--- config.mk ---
export PLATFORM = sky130hd
export DESIGN_NAME = bilinear_interp
export DESIGN_NICKNAME = d
export VERILOG_FILES = /design/src/rtl/rot_pkg.sv /design/src/rtl/bilerp_chan.sv /design/src/rtl/bilinear_interp.sv
export SDC_FILE = /design/constraint.sdc
export NUM_CORES = 2
export LEC_CHECK = 0
export ABC_AREA = 1
export ABC_CLOCK_PERIOD_IN_PS = 7400
export BUFFER_PORTS_ARGS = -buffer_cell sky130_fd_sc_hd__buf_4
export CORE_MARGIN = 4
export CORE_UTILIZATION = 55
export CTS_BUF_LIST = sky130_fd_sc_hd__clkbuf_16
export DETAILED_ROUTE_END_ITERATION = 10
export GPL_TIMING_DRIVEN = 0
export PLACE_DENSITY_LB_ADDON = 0.1
export SLEW_MARGIN = 40
export SYNTH_ARGS = -nofsm -noshare
export SYNTH_HDL_FRONTEND = slang
export SYNTH_HIERARCHICAL = 1
export SYNTH_SLANG_ARGS = --single-unit
--- constraint.sdc ---
create_clock -name i_clk -period 7.4 [get_ports i_clk]
set_clock_uncertainty 0.1 [all_clocks]
set_input_delay 0.74 -clock i_clk [delete_from_list [all_inputs] [get_ports i_clk]]
set_output_delay 0.74 -clock i_clk [all_outputs]
set_load 0.01 [all_outputs]
--- src/rtl/rot_pkg.sv ---
// Shared constants for the rotation datapath: RGB565 layout, fraction and coordinate widths.
package rot_pkg;

  localparam int unsigned FracW  = 8;
  localparam int unsigned CoordW = 12;
  localparam int unsigned PixW   = 16;

  // RGB565 field positions: R[15:11] G[10:5] B[4:0]
  localparam int unsigned RLsb = 11;
  localparam int unsigned RW   = 5;
  localparam int unsigned GLsb = 5;
  localparam int unsigned GW   = 6;
  localparam int unsigned BLsb = 0;
  localparam int unsigned BW   = 5;

  function automatic logic [PixW-1:0] pack565(input logic [RW-1:0] r,
                                              input logic [GW-1:0] g,
                                              input logic [BW-1:0] b);
    return {r, g, b};
  endfunction

endpackage

--- src/rtl/bilerp_chan.sv ---
// One colour channel of the bilinear interpolator: horizontal blend, vertical blend,
// then round/saturate. Two register stages here; the third (output) register sits in
// the top level so that line/frame sync can be registered alongside the pixel.
module bilerp_chan #(
  parameter int unsigned CHAN_W = 5,
  parameter int unsigned FRAC_W = 8
) (
  input  logic              i_clk,
  input  logic              i_reset,
  input  logic              i_valid,
  input  logic [FRAC_W-1:0] iv_fx,
  input  logic [FRAC_W-1:0] iv_fy,
  input  logic [CHAN_W-1:0] iv_c11,
  input  logic [CHAN_W-1:0] iv_c12,
  input  logic [CHAN_W-1:0] iv_c21,
  input  logic [CHAN_W-1:0] iv_c22,
  output logic              o_valid,
  output logic [CHAN_W-1:0] ov_res
);

  localparam int unsigned TopW = CHAN_W + FRAC_W + 1;
  localparam int unsigned AccW = CHAN_W + 2 * FRAC_W + 2;
  localparam logic [FRAC_W:0]   WUnit   = {1'b1, {FRAC_W{1'b0}}};
  localparam logic [AccW-1:0]   Half    = AccW'(1) << (2 * FRAC_W - 1);
  localparam logic [CHAN_W-1:0] ChanMax = '1;

  logic              s1_valid_d, s1_valid_q;
  logic [TopW-1:0]   top_d, top_q;
  logic [TopW-1:0]   bot_d, bot_q;
  logic [FRAC_W-1:0] fy_d, fy_q;
  logic              s2_valid_d, s2_valid_q;
  logic [AccW-1:0]   acc_d, acc_q;
  logic [FRAC_W:0]   wx0, wy0;
  logic [AccW-1:0]   rnd, shifted;

  // S1: horizontal blend of top and bottom rows; fy travels along for S2
  always_comb begin
    wx0        = WUnit - {1'b0, iv_fx};
    top_d      = TopW'(iv_c11) * TopW'(wx0) + TopW'(iv_c12) * TopW'(iv_fx);
    bot_d      = TopW'(iv_c21) * TopW'(wx0) + TopW'(iv_c22) * TopW'(iv_fx);
    fy_d       = iv_fy;
    s1_valid_d = i_valid;
  end

  // S2: vertical blend at full precision
  always_comb begin
    wy0        = WUnit - {1'b0, fy_q};
    acc_d      = AccW'(top_q) * AccW'(wy0) + AccW'(bot_q) * AccW'(fy_q);
    s2_valid_d = s1_valid_q;
  end

  // S3 (combinational): round half-up, drop the 2F fraction bits, clamp to channel max
  always_comb begin
    rnd     = acc_q + Half;
    shifted = rnd >> (2 * FRAC_W);
    ov_res  = (shifted > AccW'(ChanMax)) ? ChanMax : shifted[CHAN_W-1:0];
    o_valid = s2_valid_q;
  end

  // Pipeline registers; data always loads, valid qualifies it
  always_ff @(posedge i_clk or posedge i_reset) begin
    if (i_reset) begin
      s1_valid_q <= 1'b0;
      top_q      <= '0;
      bot_q      <= '0;
      fy_q       <= '0;
      s2_valid_q <= 1'b0;
      acc_q      <= '0;
    end else begin
      s1_valid_q <= s1_valid_d;
      top_q      <= top_d;
      bot_q      <= bot_d;
      fy_q       <= fy_d;
      s2_valid_q <= s2_valid_d;
      acc_q      <= acc_d;
    end
  end

endmodule

--- src/rtl/bilinear_interp.sv ---
// Bilinear interpolator: aligns request fractions with fetched 2x2 neighbourhoods,
// blends per channel, and emits line/frame sync for the rotated-image writer.
module bilinear_interp
  import rot_pkg::*;
#(
  parameter int unsigned FRAC_W    = rot_pkg::FracW,
  parameter int unsigned FETCH_LAT = 1
) (
  input  logic              i_clk,
  input  logic              i_reset,
  input  logic              i_req_valid,
  input  logic [FRAC_W-1:0] iv_fx,
  input  logic [FRAC_W-1:0] iv_fy,
  input  logic              i_pix_valid,
  input  logic [PixW-1:0]   iv_b11,
  input  logic [PixW-1:0]   iv_b12,
  input  logic [PixW-1:0]   iv_b21,
  input  logic [PixW-1:0]   iv_b22,
  input  logic [CoordW-1:0] iv_width,
  input  logic [CoordW-1:0] iv_depth,
  output logic              o_valid,
  output logic [PixW-1:0]   ov_pixel,
  output logic              o_hsyn,
  output logic              o_fsyn,
  output logic              o_align_err
);

  localparam int unsigned DlW = 1 + 2 * FRAC_W;

  logic [DlW-1:0]    dl_d [FETCH_LAT];
  logic [DlW-1:0]    dl_q [FETCH_LAT];
  logic [DlW-1:0]    tail;
  logic              tail_valid;
  logic [FRAC_W-1:0] tail_fx, tail_fy;

  logic          r_valid, g_valid, b_valid, chan_valid;
  logic [RW-1:0] r_res;
  logic [GW-1:0] g_res;
  logic [BW-1:0] b_res;
  logic [PixW-1:0] res;

  logic [CoordW-1:0] col_d, col_q, row_d, row_q;
  logic              last_col, last_row;
  logic              valid_d, valid_q, hsyn_d, hsyn_q, fsyn_d, fsyn_q, err_d, err_q;
  logic [PixW-1:0]   pixel_d, pixel_q;

  // Fraction delay line: shifts every cycle so the tail lines up with the fetch strobe
  always_comb begin
    dl_d[0] = {i_req_valid, iv_fx, iv_fy};
    for (int i = 1; i < FETCH_LAT; i++) begin
      dl_d[i] = dl_q[i-1];
    end
  end

  assign tail       = dl_q[FETCH_LAT-1];
  assign tail_valid = tail[DlW-1];
  assign tail_fx    = tail[2*FRAC_W-1:FRAC_W];
  assign tail_fy    = tail[FRAC_W-1:0];

  bilerp_chan #(.CHAN_W(RW), .FRAC_W(FRAC_W)) u_chan_r (
    .i_clk   (i_clk),
    .i_reset (i_reset),
    .i_valid (i_pix_valid),
    .iv_fx   (tail_fx),
    .iv_fy   (tail_fy),
    .iv_c11  (iv_b11[RLsb +: RW]),
    .iv_c12  (iv_b12[RLsb +: RW]),
    .iv_c21  (iv_b21[RLsb +: RW]),
    .iv_c22  (iv_b22[RLsb +: RW]),
    .o_valid (r_valid),
    .ov_res  (r_res)
  );

  bilerp_chan #(.CHAN_W(GW), .FRAC_W(FRAC_W)) u_chan_g (
    .i_clk   (i_clk),
    .i_reset (i_reset),
    .i_valid (i_pix_valid),
    .iv_fx   (tail_fx),
    .iv_fy   (tail_fy),
    .iv_c11  (iv_b11[GLsb +: GW]),
    .iv_c12  (iv_b12[GLsb +: GW]),
    .iv_c21  (iv_b21[GLsb +: GW]),
    .iv_c22  (iv_b22[GLsb +: GW]),
    .o_valid (g_valid),
    .ov_res  (g_res)
  );

  bilerp_chan #(.CHAN_W(BW), .FRAC_W(FRAC_W)) u_chan_b (
    .i_clk   (i_clk),
    .i_reset (i_reset),
    .i_valid (i_pix_valid),
    .iv_fx   (tail_fx),
    .iv_fy   (tail_fy),
    .iv_c11  (iv_b11[BLsb +: BW]),
    .iv_c12  (iv_b12[BLsb +: BW]),
    .iv_c21  (iv_b21[BLsb +: BW]),
    .iv_c22  (iv_b22[BLsb +: BW]),
    .o_valid (b_valid),
    .ov_res  (b_res)
  );

  // The three channel valids are identical; combining them keeps every output in use
  assign chan_valid = r_valid & g_valid & b_valid;
  assign res        = pack565(r_res, g_res, b_res);

  // Output stage next-state: pixel hold, position counters, sync and sticky error
  always_comb begin
    last_col = (col_q == iv_width - 12'd1);
    last_row = (row_q == iv_depth - 12'd1);
    col_d    = col_q;
    row_d    = row_q;
    hsyn_d   = 1'b0;
    fsyn_d   = 1'b0;
    if (chan_valid) begin
      if (last_col) begin
        col_d  = '0;
        hsyn_d = 1'b1;
        if (last_row) begin
          row_d  = '0;
          fsyn_d = 1'b1;
        end else begin
          row_d = row_q + 12'd1;
        end
      end else begin
        col_d = col_q + 12'd1;
      end
    end
    valid_d = chan_valid;
    pixel_d = chan_valid ? res : pixel_q;
    // A strobe with no matching request poisons alignment until reset
    err_d   = err_q | (i_pix_valid & ~tail_valid);
  end

  // State registers, all cleared asynchronously
  always_ff @(posedge i_clk or posedge i_reset) begin
    if (i_reset) begin
      for (int i = 0; i < FETCH_LAT; i++) begin
        dl_q[i] <= '0;
      end
      col_q   <= '0;
      row_q   <= '0;
      valid_q <= 1'b0;
      pixel_q <= '0;
      hsyn_q  <= 1'b0;
      fsyn_q  <= 1'b0;
      err_q   <= 1'b0;
    end else begin
      for (int i = 0; i < FETCH_LAT; i++) begin
        dl_q[i] <= dl_d[i];
      end
      col_q   <= col_d;
      row_q   <= row_d;
      valid_q <= valid_d;
      pixel_q <= pixel_d;
      hsyn_q  <= hsyn_d;
      fsyn_q  <= fsyn_d;
      err_q   <= err_d;
    end
  end

  assign o_valid     = valid_q;
  assign ov_pixel    = pixel_q;
  assign o_hsyn      = hsyn_q;
  assign o_fsyn      = fsyn_q;
  assign o_align_err = err_q;

endmodule

==> Word-level counts from Yosys, hierarchy flattened <==
Index checks and enable logic that the tools add are counted.
{ "word_totals": {"wordCells": 75, "regBits": 227, "output_inout_bits": 20, "in_bits": 108} }
{ "op_classes": {"n_eq_ne": 2, "n_reduce_logical": 1, "multipliers": 18, "order_cmp": 3, "add_sub_neg": 18, "mux": 10, "bitwise_logic": 3} }
{ "op_table": {"columns": ["op", "n"], "rows": [
  ["$add 14x13->14", 4],
  ["$mul 5x9->14", 4],
  ["$mul 5x8->13", 4],
  ["$add 23x16->23 const B", 2],
  ["$add 23x22->23", 2],
  ["$mul 14x9->23", 2],
  ["$mul 14x8->22", 2],
  ["$add 15x14->15", 2],
  ["$mul 6x9->15", 2],
  ["$mul 6x8->14", 2],
  ["$add 12x1->12 const B", 2],
  ["$add 24x16->24 const B", 1],
  ["$add 24x23->24", 1],
  ["$eq 12x12->1", 2],
  ["$mul 15x9->24", 1],
  ["$mux 12", 2],
  ["$sub 12x1->12 const B", 2],
  ["$mul 15x8->23", 1],
  ["$sub 9x8->9 const A", 2],
  ["$gt 7x5->1 const B", 2],
  ["$mux 5", 2],
  ["$gt 8x6->1 const B", 1],
  ["$mux 6", 1],
  ["$mux 1", 5],
  ["other kinds (4)", 4]
]} }

==> Logic depth before layout (Yosys ltp) <==
{ "logic_depth": {"word_depth": 5, "depth_mapped": 34, "depth_no_buf": 32} }

==> Modules after synthesis <==
Netlist, hierarchy kept.
{ "by_module_without_submodules": {"columns": ["mod", "area_each_um2", "cells_per_inst", "n_inst", "seq_area_each_um2"], "rows": [
  ["bilerp_chan at u_chan_g", 17098.9, 2209, 1, 1226.2],
  ["bilerp_chan at u_chan_b", 14986.9, 1908, 1, 1151.1],
  ["bilerp_chan at u_chan_r", 14978.1, 1890, 1, 1151.1],
  ["bilinear_interp", 3679.8, 525, 1, 1526.5]
]} }

==> Worst setup path before layout <==
Ideal clock, no wire load.
{ "synth_timing": {"kind": "reg2reg", "startpoint": "reg u_chan_b.fy_q[0]", "endpoint": "reg u_chan_b.acc_q[21]", "path_stages_with_launch": 29, "slack_ns": 1.166, "arrival_time_ns": 6.017, "setup_ns": 0.117, "path_buffers": 3, "t_required_ns": 7.183, "period_less_slack_ns": 6.234, "path_cell_list": "dfrtp_1 buf_2 buf_1 inv_1 ha_1 nand4_1 or3_4 nand2_1 buf_6 nor2_1 fa_1 inv_1 fa_1 inv_1 fa_1 fa_1 fa_1 inv_1 fa_1 inv_1 ha_1 a21oi_1 o21ai_0 nand2_1 nand2_1 nor2_1 nand3_1 nand2_1 nand2_1"} }
{ "synth_via": {"elab_chain_cells": 3, "elab_cells_between_ends": 4, "cone_classes": "add/sub: 2; mul: 2"} }
{ "synth_rtl": {"columns": ["item", "line", "source"], "rows": [
  ["start: declaration", "bilerp_chan.sv:30", "logic [FRAC_W-1:0] fy_d, fy_q;"],
  ["start signal: assignment", "bilerp_chan.sv:73", "fy_q <= fy_d;"],
  ["$sub 9x8->9", null, null],
  ["$mul 14x9->23", "bilerp_chan.sv:48", "acc_d = AccW'(top_q) * AccW'(wy0) + AccW'(bot_q) * AccW'(fy_q);"],
  ["$add 23x22->23 *", "bilerp_chan.sv:48", null],
  ["named net u_chan_b.acc_d[21]", "bilerp_chan.sv:32", "logic [AccW-1:0] acc_d, acc_q;"],
  ["end signal: assignment", "bilerp_chan.sv:68", "acc_q <= '0;"],
  ["end signal: assignment", "bilerp_chan.sv:75", "acc_q <= acc_d;"],
  ["end: declaration", "bilerp_chan.sv:32", null]
]} }
The timed path passes the listed nets; every way through them passes the cells marked *.
A chain may end at the register's enable or synchronous reset.

==> Worst setup path after layout <==
{ "layout_timing": {"startpoint": "reg u_chan_r.fy_q[0]", "endpoint": "reg u_chan_r.acc_q[21]"} }
{ "layout_via": {"elab_chain_cells": 3, "elab_cells_between_ends": 4, "cone_classes": "add/sub: 2; mul: 2"} }
{ "layout_rtl": {"columns": ["item", "line"], "rows": [
  ["start: declaration", "bilerp_chan.sv:30"],
  ["start signal: assignment", "bilerp_chan.sv:73"],
  ["$sub 9x8->9", null],
  ["$mul 14x9->23", "bilerp_chan.sv:48"],
  ["$add 23x22->23 *", "bilerp_chan.sv:48"],
  ["named net u_chan_r.acc_d[21]", "bilerp_chan.sv:32"],
  ["end signal: assignment", "bilerp_chan.sv:68"],
  ["end signal: assignment", "bilerp_chan.sv:75"],
  ["end: declaration", "bilerp_chan.sv:32"]
]} }
Marked as above.

==> impl_metrics.ini <==
[status]
run_status = finished clean

[detailed_routing]
viasPerCell = 5.01
drc = 0
drtPass1Iterations = 6
dr_wl_met2_um = 64200
drt_iter0_drc = 2353
met3_wirelength_um = 7680
top_layer_used = met5
vias = 39294
wire_per_inst_um = 16.3
ant_nets = 0
wirelength_um = 128000
drt-met1-wl_um = 52400

[cts]
path_clk_slew_ns = 0.06
cts-buffers-inserted = 27
clock_sinks = 202
htreeDepth = 1
cts_root_buf = clkbuf_16
cts_buffer_depth = 3
cts_tree = yes
insertion_delay_ns = 0.58

[yosys]
seq_area_frac_synth_pct = 9.96
synth_cells = 6532
synth_top_area_share_pct = 38.3
ys_ff_latch = 202
async_reset_ff_share_pct = 100
synth_area_sq_um = 50700
synthFlopType = dfrtp_1
synth_nets = 8073
yosys_warnings = 6
avgSynthCellArea_sq_um = 7.77
synth_top_area_cell = fa_1
synth-edff-count = 0
synthTopCellsByArea = fa_1 (38%), inv_1 (14%), nand2_1 (12%), ha_1 (11%), dfrtp_1 (10%)
ys_types = 50

[die]
die_x_um = 312
die-height_um = 312
io_pins = 128
start_util_pct = 55.4
row_count = 111
die_area_sq_um = 97200
core_area_sq_um = 91700

[timing]
finalHoldViolCount = 0
max_slew_margin_pct = 43.6
slew_violations = 0
post-route-period-util_pct = 94.7
tightest_slew_ns = 0.845
grt_setup_unrepaired = false
post-route-min-period_ns = 7.01
fmax_mhz = 143
setup_viol = 0
hold_ws_ns = 0.158

[critical_path]
critical_path_class = register to register
critPathLaunchType = register
slowest_stage = fa_1
slowest_delay_ns = 0.55
cp.arrival_ns = 7.36
cp.required_ns = 7.75
cp-end-kind = register
worst-path-max-fanout = 10

[final_layout]
final_cells = 7849
fillers = 8587
syn_to_final_growth_pct = 6.09
drive_gt1_share_pct = 4.73
fin_nets = 8177

[grt]
overflow = 0
grt_pass1_wl_um = 210000
antenna_found_initial = 10
track_usage_pct = 27.0
grt_max_degree = 41
first_global_vias = 40866

[place]
dp_cells = 7795
hpwl_um = 112000
io_buffer_count = 73
finalWeightedCongestion = 0.955

[worst_hold_path]
hp-class = input port to register

[job]
cap_violations = 0
cell families after synthesis:
family | count (synthesis) | synth area share, %
xor gates and xnor gates | 132 | 2.31
buffers and inverters | 2175 | 16.4
adders and majority gates | 1433 | 49.7
and+or+nand+nor | 2359 | 19.0
AOI/OAI and AO/OA | 231 | 2.56
DFF | 202 | 9.96
worst max-delay path: cells and delay by family (launching register included):
family,cells,cell delay (ns)
flops,1,0.35
buf+inv,8,1.41
compound gates,2,0.49
simple gates,9,0.95
fa+ha+maj,8,3.61
path summary, 6_finish.rpt:
path / start / slack (ns) / end / cells after the start
setup / recovery: u_chan_r/fy_q[0] / 0.39 / u_chan_r/acc_q[21] / 27
hold / removal: i_req_valid / 0.16 / dl_q[16] / 1
setup reg to reg: u_chan_r/fy_q[0] / 0.39 / u_chan_r/acc_q[21] / 27
hold reg to reg: u_chan_b/s1_valid_q / 0.25 / u_chan_b/o_valid / 0
max in group asynchronous: i_reset / 6.00 / dl_q[15] / 4
min in group asynchronous: i_reset / 0.58 / u_chan_g/acc_q[19] / 3
Yosys cell counts (11+ instances only):
master and instances:
nand3b_1 14, nand2_2 11, buf_2 26, xor2_1 79, nor2_2 33, inv_1 1931
o21bai_1 15, ha_1 462, nor2_1 358, a21oi_1 120, fa_1 971, xnor2_1 51
clkbuf_2 28, buf_6 12, buf_1 19, nor3_1 28, o21ai_0 50, o21ai_1 11
nand3_1 155, nand2_1 1670, inv_2 19, clkbuf_1 134, dfrtp_1 202, nand4_1 38
layout by cell type, fill, tap and decap left out, types with 9 or more instances in the layout:
cell type,instances
clkbuf_16,27
clkbuf_1,132
or2_2,10
ha_1,462
nor3_1,28
xor2_1,79
nand2_1,1670
xnor2_1,51
nand2_2,11
nand4_1,38
inv_2,19
inv_1,1930
buf_1,16
clkbuf_2,29
nor2_2,33
a21o_1,9
o21ai_1,11
nand3_1,155
dfrtp_1,197
buf_4,75
nand3_2,9
nor2_1,358
o21bai_1,15
nand3b_1,14
buf_2,27
a21oi_1,120
buf_6,12
fa_1,971
o21ai_0,50
flip-flops by register name, indices dropped and copies added (netlist names), 8 cells and up:
register	cells
dl_q	17
ov_pixel	16
u_chan_g/bot_q	15
u_chan_g/top_q	15
u_chan_b/bot_q	14
u_chan_b/top_q	14
u_chan_r/bot_q	14
u_chan_r/top_q	14
col_q	12
row_q	12
u_chan_g/acc_q	9
u_chan_b/acc_q	8
u_chan_b/fy_q	8
u_chan_g/fy_q	8
u_chan_r/acc_q	8
u_chan_r/fy_q	8
metrics by stage:
step	utilization, %	TNS (ns)	setup WS [ns]	area, sq um
2_1_floorplan	-	0	1.17	50700
3_3_place_gp	57.6	0	0.0445	52800
3_5_place_dp	57.7	-0.130	-0.0551	52900
4_1_cts	58.7	0	0.155	53800
5_1_grt	58.7	0	0.0163	53800
6_report	58.7	0	0.392	53800
routing by layer:
| layer | vias to the layer above | track usage (%) |
|---|---|---|
| met3 | 222 | 4.82 |
| met2 | 965 | 47.8 |
| li1 | 18745 | - |
| met5 | - | 0 |
| met1 | 19356 | 34.4 |
| met4 | 6 | 7.12 |
area by class of cell:
type                    instances  area (sq um)  area share [%]
well taps                    1186          1480            2.76
clock buffers                  27           676            1.26
flip-flops and latches        202          5060            9.40
diodes                          7          17.5          0.0325
clock inverters                22           265           0.493
inverters                    1954          7360            13.7
repair buffers                 78           638            1.19
plain buffers                 218           986            1.83
multi-input cells            4155         37300            69.4
timing repair:
item | 4_1_cts | 5_1_grt
hold endpoints to repair | 9 | 0
buffers inserted | 0 | 0
hold buffers | 1 | 0
setup endpoints to repair | 4 | 15
gates resized for setup | 1 | 3
Power is not shown: default switching activity piles up to over one toggle a cycle in this logic, so the estimate is an artifact.
